[src/rtl/uart_sim_pkg.sv]
// Shared definitions for the simulated UART character path.
// Used by the UART-in responder and by the bench-side UART-out monitor.
package uart_sim_pkg;

  // Value the DUT sees when no character is available.
  localparam logic [7:0] UART_NO_CHAR  = 8'hff;

  // Bit position used by the UART-out side to flag a trap character.
  localparam int         UART_TRAP_BIT = 7;

  typedef logic [7:0] uart_ch_t;

  // Width of an occupancy value able to represent 0..depth inclusive.
  function automatic int level_width(input int depth);
    return $clog2(depth) + 1;
  endfunction

endpackage : uart_sim_pkg

[src/rtl/sim_char_fifo.sv]
// Character FIFO with a combinationally visible head entry.
// Pointers carry one extra wrap bit, so full and empty are never ambiguous.
module sim_char_fifo
  import uart_sim_pkg::*;
#(
  parameter int DEPTH = 16
) (
  input  logic                     clock,
  input  logic                     reset,
  input  logic                     push,
  input  uart_ch_t                 push_ch,
  input  logic                     pop,
  output uart_ch_t                 head_ch,
  output logic [$clog2(DEPTH):0]   level,
  output logic                     full,
  output logic                     empty
);

  localparam int AW = $clog2(DEPTH);

  uart_ch_t      mem [DEPTH];
  logic [AW:0]   wr_ptr;
  logic [AW:0]   rd_ptr;
  logic          do_push;
  logic          do_pop;

  // Occupancy is the distance between the extended pointers.
  assign level   = wr_ptr - rd_ptr;
  assign full    = (level == (AW+1)'(DEPTH));
  assign empty   = (level == '0);
  assign do_push = push && !full;
  assign do_pop  = pop && !empty;
  assign head_ch = mem[rd_ptr[AW-1:0]];

  // Pointer update; both pointers wrap naturally modulo 2*DEPTH.
  always_ff @(posedge clock) begin
    // NOTE: sequential state uses non-blocking assignments so every register samples pre-edge values.
    if (reset) begin
      wr_ptr <= '0;
      rd_ptr <= '0;
    end else begin
      if (do_push) wr_ptr <= wr_ptr + 1'b1;
      if (do_pop)  rd_ptr <= rd_ptr + 1'b1;
    end
  end

  // Storage write; a character written here is readable only after the edge.
  always_ff @(posedge clock) begin
    // NOTE: storage is deliberately left unreset; pointer reset alone makes old contents unreachable.
    if (do_push && !reset) mem[wr_ptr[AW-1:0]] <= push_ch;
  end

endmodule : sim_char_fifo

[src/rtl/uart_in_responder.sv]
// Answers DUT UART-in read requests from a host-filled character FIFO,
// enforcing a minimum idle gap between delivered characters and keeping
// delivery / empty-read statistics.
module uart_in_responder
  import uart_sim_pkg::*;
#(
  parameter int DEPTH = 16,
  parameter int GAP   = 0
) (
  input  logic                     clock,
  input  logic                     reset,
  input  logic                     host_valid,
  output logic                     host_ready,
  input  logic [7:0]               host_ch,
  input  logic                     io_uart_in_valid,
  output logic [7:0]               io_uart_in_ch,
  output logic [$clog2(DEPTH):0]   level,
  output logic [31:0]              delivered_cnt,
  output logic [31:0]              empty_reads
);

  uart_ch_t     head_ch;
  logic         fifo_full;
  logic         fifo_empty;
  logic [15:0]  gap_cnt;
  logic         deliverable;
  logic         do_push;
  logic         do_pop;
  logic         do_empty_read;

  // Request/response decode; reset masks everything so that cycle is ignored.
  always_comb begin
    // NOTE: every combinational output gets a default first so no path can infer a latch.
    deliverable   = 1'b0;
    do_push       = 1'b0;
    do_pop        = 1'b0;
    do_empty_read = 1'b0;
    host_ready    = 1'b0;
    io_uart_in_ch = UART_NO_CHAR;
    if (!reset) begin
      deliverable   = !fifo_empty && (gap_cnt == '0);
      host_ready    = !fifo_full;
      do_push       = host_valid && !fifo_full;
      do_pop        = io_uart_in_valid && deliverable;
      do_empty_read = io_uart_in_valid && !deliverable;
      if (deliverable) io_uart_in_ch = head_ch;
    end
  end

  sim_char_fifo #(
    .DEPTH (DEPTH)
  ) u_fifo (
    .clock   (clock),
    .reset   (reset),
    .push    (do_push),
    .push_ch (host_ch),
    .pop     (do_pop),
    .head_ch (head_ch),
    .level   (level),
    .full    (fifo_full),
    .empty   (fifo_empty)
  );

  // Inter-character gap: a delivery reloads GAP, otherwise count down to zero.
  always_ff @(posedge clock) begin
    if (reset) begin
      gap_cnt <= '0;
    end else if (do_pop) begin
      gap_cnt <= 16'(GAP);
    end else if (gap_cnt != '0) begin
      gap_cnt <= gap_cnt - 16'd1;
    end
  end

  // Statistics; both counters wrap modulo 2^32.
  always_ff @(posedge clock) begin
    if (reset) begin
      delivered_cnt <= '0;
      empty_reads   <= '0;
    end else begin
      if (do_pop)        delivered_cnt <= delivered_cnt + 32'd1;
      if (do_empty_read) empty_reads   <= empty_reads + 32'd1;
    end
  end

endmodule : uart_in_responder
[config.mk]
export PLATFORM = sky130hd
export DESIGN_NAME = uart_in_responder
export DESIGN_NICKNAME = d
export VERILOG_FILES = /design/src/rtl/uart_sim_pkg.sv /design/src/rtl/sim_char_fifo.sv /design/src/rtl/uart_in_responder.sv
export SDC_FILE = /design/constraint.sdc
export NUM_CORES = 1
export LEC_CHECK = 0
export ABC_AREA = 1
export CAP_MARGIN = 20
export CORE_ASPECT_RATIO = 1.4
export CORE_MARGIN = 2
export CORE_UTILIZATION = 45
export CTS_CLUSTER_SIZE = 28
export DETAILED_ROUTE_END_ITERATION = 16
export GPL_TIMING_DRIVEN = 0
export HOLD_SLACK_MARGIN = 0.05
export SYNTH_ARGS = -nofsm -noshare
export SYNTH_HDL_FRONTEND = slang
export SYNTH_HIERARCHICAL = 1
export SYNTH_SLANG_ARGS = --single-unit
[constraint.sdc]
create_clock -name clock -period 5.3 [get_ports clock]
set_clock_uncertainty 0.15 [all_clocks]
set_input_delay 1.06 -clock clock [delete_from_list [all_inputs] [get_ports clock]]
set_output_delay 1.06 -clock clock [all_outputs]
set_load 0.02 [all_outputs]
Word level (Yosys, flattened, before mapping)

Memory sizes are Yosys's and may differ from the RTL's. A register that Yosys moved wholly into a read port is not among the register bits.
Index checks and enable logic that the tools add are counted.

Add/subtract/negate cells: 6
Eq/ne operators: 1
Multiplexer cells: 10
Reductions and logical operators: 15

Operators by type and width:

| cell                  | count |
|---|---|
| $add 32x1->32 const B | 2 |
| $logic_not 16->1      | 1 |
| $mux 8                | 2 |
| $reduce_bool 16->1    | 1 |
| $sub 16x1->16 const B | 1 |
| $add 5x1->5 const B   | 2 |
| $mux 4                | 2 |
| $logic_and 1x1->1     | 7 |
| $mux 1                | 6 |
| $eq 5x5->1 const B    | 1 |
| $logic_not 5->1       | 1 |
| $sub 5x5->5           | 1 |
| $logic_not 1->1       | 4 |
| $reduce_or 2->1       | 1 |

Flip-flop bits (word level): 90
Memory bits (writable): 128
Input bits: 12
Output and inout bits: 78
Memories kept: 1

Memory list:

| memory     | depth | width | read ports | clocked after Yosys merged registers in | wr ports | line                | RTL |
|---|---|---|---|---|---|---|---|
| u_fifo.mem | 16    | 8     | 1          | 1                                       | 1        | sim_char_fifo.sv:21 | `uart_ch_t mem [DEPTH];` |

Logic depth before layout (Yosys ltp)

Depth in word-level cells: 9
Gate-level depth with buffers: 20

By module

Netlist, hierarchy kept.

By module, submodules not included:

| module            | times used | cells an instance | area an instance (µm²) | sequential area each (µm²) |
|---|---|---|---|---|
| sim_char_fifo     | 1          | 487               | 5960.7                 | 4124.0 |
| uart_in_responder | 1          | 809               | 4999.8                 | 1601.5 |

Worst setup path before layout

Ideal clock, no wire load.

Path type: register to output
Start point: reg u_fifo.wr_ptr[0]
End point: out io_uart_in_ch[0]
Arrival: 2414 ps
Path slack: 1676 ps
Cell stages (with the launch flop): 12
Path through: dfxtp_1 -> inv_1 -> ha_1 -> inv_1 -> fa_1 -> or2_0 -> nor2_2 -> nand3_2 -> buf_4 -> inv_1 -> nor3_2 -> nand2_1

Word-level cells in the longest chain between the ends: 6

RTL lines:

| what                   | line                    | RTL |
|---|---|---|
| from (decl)            | sim_char_fifo.sv:22     | `logic [AW:0] wr_ptr;` |
| from (signal assigned) | sim_char_fifo.sv:42     | `if (do_push) wr_ptr <= wr_ptr + 1'b1;` |
| $sub 5x5->5            | sim_char_fifo.sv:28     | `assign level = wr_ptr - rd_ptr;` |
| via level[1]           | uart_in_responder.sv:17 | `output logic [$clog2(DEPTH):0] level,` |
| $logic_not 5->1        | sim_char_fifo.sv:30     | `assign empty = (level == '0);` |
| via fifo_empty         | uart_in_responder.sv:24 | `logic fifo_empty;` |
| $logic_not 1->1        | uart_in_responder.sv:41 | `deliverable = !fifo_empty && (gap_cnt == '0);` |
| $logic_and 1x1->1      | uart_in_responder.sv:41 |  |
| $mux 8                 | uart_in_responder.sv:46 | `if (deliverable) io_uart_in_ch = head_ch;` |
| $mux 8                 | uart_in_responder.sv:40 | `if (!reset) begin` |
| to (decl)              | uart_in_responder.sv:16 | `output logic [7:0] io_uart_in_ch,` |

The timed path passes the listed nets, and every way through them passes these cells.

Final worst setup path

Start point: reg u_fifo.wr_ptr[0]
End point: out io_uart_in_ch[4]

Word-level cells in the longest chain between the ends: 6

RTL lines:

| what              | line |
|---|---|
| $sub 5x5->5       | sim_char_fifo.sv:28 |
| $logic_not 5->1   | sim_char_fifo.sv:30 |
| via fifo_empty    | uart_in_responder.sv:24 |
| $logic_not 1->1   | uart_in_responder.sv:41 |
| $logic_and 1x1->1 | uart_in_responder.sv:41 |
| $mux 8            | uart_in_responder.sv:46 |
| $mux 8            | uart_in_responder.sv:40 |

The timed path passes the listed nets, and every way through them passes these cells.

==> summary.txt <==
Status
  – Outcome: finished clean

Placed design
  – Gpl congestion: 0.889
  – Post-DP HPWL: roughly 22000 um
  – I/O Buffers: 89

STA
  – Max frequency: 204 MHz
  – Worst hold margin: 0.337 ns
  – Final period utilization: 92.3%
  – Hold Vio Cnt, Final: 0
  – Worst-margin pin slew: 0.874 ns
  – Setup TNS: 0 ns
  – Pins over their slew limit: 0
  – # setup viols final: 0
  – Final min period: 4.89 ns
  – RSZ-0062 raised after global routing: no
  – Worst slew margin: 41.4%

Synthesis
  – Post-synthesis xor/xnor area fraction: 2.71%
  – Area fraction in and, or, nand and nor cells after synthesis: between 20% and 30%
  – Mean post-synth cell area: approximately 8.5 um2
  – Number of enable flip-flop cells after synthesis: 128
  – Compound-gate portion of the synthesized area: under 10%
  – Top cell type's share of synthesized area: 35.1%
  – Largest family of logic cells by synthesized area: simple AND/OR/NAND/NOR gates
  – Syn_nets: 1321
  – Most frequent cell after synthesis: nand2_1
  – Syn Inst Count: ~1.3k
  – Yosys cell types: 45
  – Synth area leaders: edfxtp_1 (35%), dfxtp_1 (17%), nand2_1 (12%), nor2_1 (8.0%), o21ai_0 (2.6%)
  – Post-Synth Adder-Cell Area: around 1.6%
  – Synthesized area: around 0.011 mm2
  – Post-synthesis mux area share: 0%
  – Yosys reg bits: 222
  – Async SR Flop Fraction: 0%
  – Post-synth top cells: nand2_1 (355), nor2_1 (234), edfxtp_1 (128), dfxtp_1 (94), inv_1 (66)
  – Syn. warnings: 6
  – Main flop type after synthesis: edfxtp_1
  – Largest area contributor in the netlist: edfxtp_1
  – Sequential share of the synthesized area: 52.2%

Pwr
  – Maximum vdd drop: 0.251 mV
  – Pint: between 0.003 and 0.004 W
  – Power density cells: 337 mW/mm2
  – Net switching power: 0.00126 W
  – Net Sw Frac: 28.4%
  – Seq pwr share: 43.5%
  – Comb pwr share: roughly 18%
  – Leak: 4.55 nW
  – Clk pwr share: 38.5%

Setup path
  – Critical path arrival: 3.68 ns
  – Reg2reg setup slack: between 1 and 1.5 ns
  – Setup CP Type: reg -> out
  – CP required: about 4.1 ns
  – Critical Path Start: u_fifo/wr_ptr[0]
  – Worst-path fanout max: 10
  – Worst Setup EP: io_uart_in_ch[4]
  – RR Startpoint: u_fifo/wr_ptr[0]
  – CP endpoint kind: output port
  – Startpoint Class: flip-flop
  – Worst R2R End: u_fifo/mem[11][1]
  – Reg2reg path depth: 17

Clocking
  – Clk slew on worst S/H paths: ~0.060 ns
  – Cts hold-fix bufs: 0
  – CTS Root Cell: clkbuf_16
  – Clk buf depth: 3
  – Cts repair resizes: 0
  – Htree depth: 1
  – CTS Buf Count: 23
  – Setup bufs post-CTS: 0
  – Clock Latency Late Sink: around 0.50 ns
  – Clock sink count: 222
  – CTS tree: yes

Route
  – Vias: slightly above 9k
  – First-pass DRT Iterations: 5
  – # DRC: 0
  – Met1 wire length: about 12000 um
  – ANT nets after route: 0
  – WL met2: 16000 um
  – Vias per inst: 5.29
  – Drt first-iter violations: 440
  – Met3 wire length: 1660 um
  – Routed length per instance: 17.5 um
  – Uppermost layer routed: met4
  – DRT Wirelength: 30600 um

Die
  – Core Area: 0.0240 mm2
  – Top Ports: 90
  – Initial Util: a little under half
  – # rows: 67
  – Die X: 136 um
  – Die height: 189 um
  – Die area: approximately 0.026 mm2

Flow run
  – Max Cap Violations: 0

Layout
  – Layout cells sized above 1: 9.11%
  – Multi-input logic area: 0.00471 mm2
  – Register area: 0.00573 mm2
  – FILL cells: 2271
  – ANT cells: 0
  – Total Nets Final: 1447
  – Syn-to-layout area delta: 19.7%

Global route
  – Vias in the first global route: 8864
  – Largest net degree at the start of global routing: 17
  – GRT Resource Usage Total: 23.8%
  – First-pass GRT wire length: 47400 um
  – GRT overflow: 0
  – Antenna violations before repair: 0

Worst hold path
  – Hold Crit Class: reg -> reg
==> cells in the final DEF (no fill, tap or decap), types with 20 or more instances in the layout <==
master | synthesis | final
nor2_1 | 234 | 234
clkbuf_16 | 0 | 24
dfxtp_1 | 94 | 94
clkbuf_1 | 19 | 21
nand2_1 | 355 | 355
nand3_1 | 54 | 54
nor3_1 | 25 | 24
edfxtp_1 | 128 | 128
clkdlybuf4s50_1 | 0 | 89
o21ai_0 | 58 | 58
a21oi_1 | 57 | 57
inv_1 | 66 | 66
xor2_1 | 20 | 20
o221ai_1 | 26 | 26
==> area by class of cell <==
type	instances	area share, %
plain buffers	44	1.94
clock buffers	29	4.95
clock inverters	12	1.18
inverters	73	2.09
multi-input cells	957	35.9
flip-flops and latches	222	43.6
well taps	310	2.96
repair buffers	101	7.32
==> state kept, by name, summed over array words and instances, names as in the netlist, named ones only <==
register,flops
u_fifo/rd_ptr,5
u_fifo/mem,128
empty_reads,32
u_fifo/wr_ptr,5
gap_cnt,16
delivered_cnt,32
==> power groups by stage <==
stage | registers, W | logic (W) | clock network [W]
floorplan | 0.00195 | 0.000590 | 0
global placement | 0.00196 | 0.000784 | 0
detailed placement | 0.00196 | 0.000796 | 0
CTS | 0.00192 | 0.000801 | 0.00174
global route | 0.00193 | 0.000890 | 0.00181
finish | 0.00192 | 0.000797 | 0.00170
==> worst min-delay path by stage <==
| stage | start | end | cells past startpoint |
|---|---|---|---|
| after detailed placement | gap_cnt[1] | gap_cnt[1] | 2 |
| after global routing | gap_cnt[1] | gap_cnt[1] | 2 |
| after floorplan | gap_cnt[1] | gap_cnt[1] | 2 |
| final | gap_cnt[1] | gap_cnt[1] | 2 |
| after global placement | gap_cnt[1] | gap_cnt[1] | 2 |
| after CTS | gap_cnt[1] | gap_cnt[1] | 2 |
==> metrics by stage <==
stage	instances	worst slack [ns]	cell area, um2	utilization, %	power [W]
6_report	1748	0.406	13100	54.7	0.00442
3_3_place_gp	1695	0.408	12200	51.0	0.00274
4_1_cts	1748	0.376	13100	54.7	0.00446
5_1_grt	1748	0.141	13100	54.7	0.00463
2_1_floorplan	1296	1.68	11000	-	0.00254
3_5_place_dp	1707	0.419	12300	51.4	0.00276
==> routing by layer <==
metal  vias up  GRT usage [%]
li1       4572              -
met1      4338           27.4
met2       279           44.3
met3        64           3.04
met4         0           8.81
met5         -              0
==> cells by family after synthesis <==
kind of cell | count (synthesis)
compound gates | 176
simple gates | 735
flops | 222
fa+ha+maj | 13
buf+inv | 117
xor+xnor | 33
==> worst max-delay path, stage by stage, from the launching register on <==
cell             delay (ns)
dfxtp_1                0.36
inv_1                  0.16
ha_1                   0.18
inv_1                  0.06
fa_1                   0.42
nand3_1                0.13
nand3_1                0.09
nand2_1                0.07
nand2_1                0.07
nand3_2                0.07
buf_4                  0.18
inv_1                  0.15
nor3_2                 0.56
nand2_1                0.11
clkdlybuf4s50_1        0.56
(Power assumes the default switching activity.)
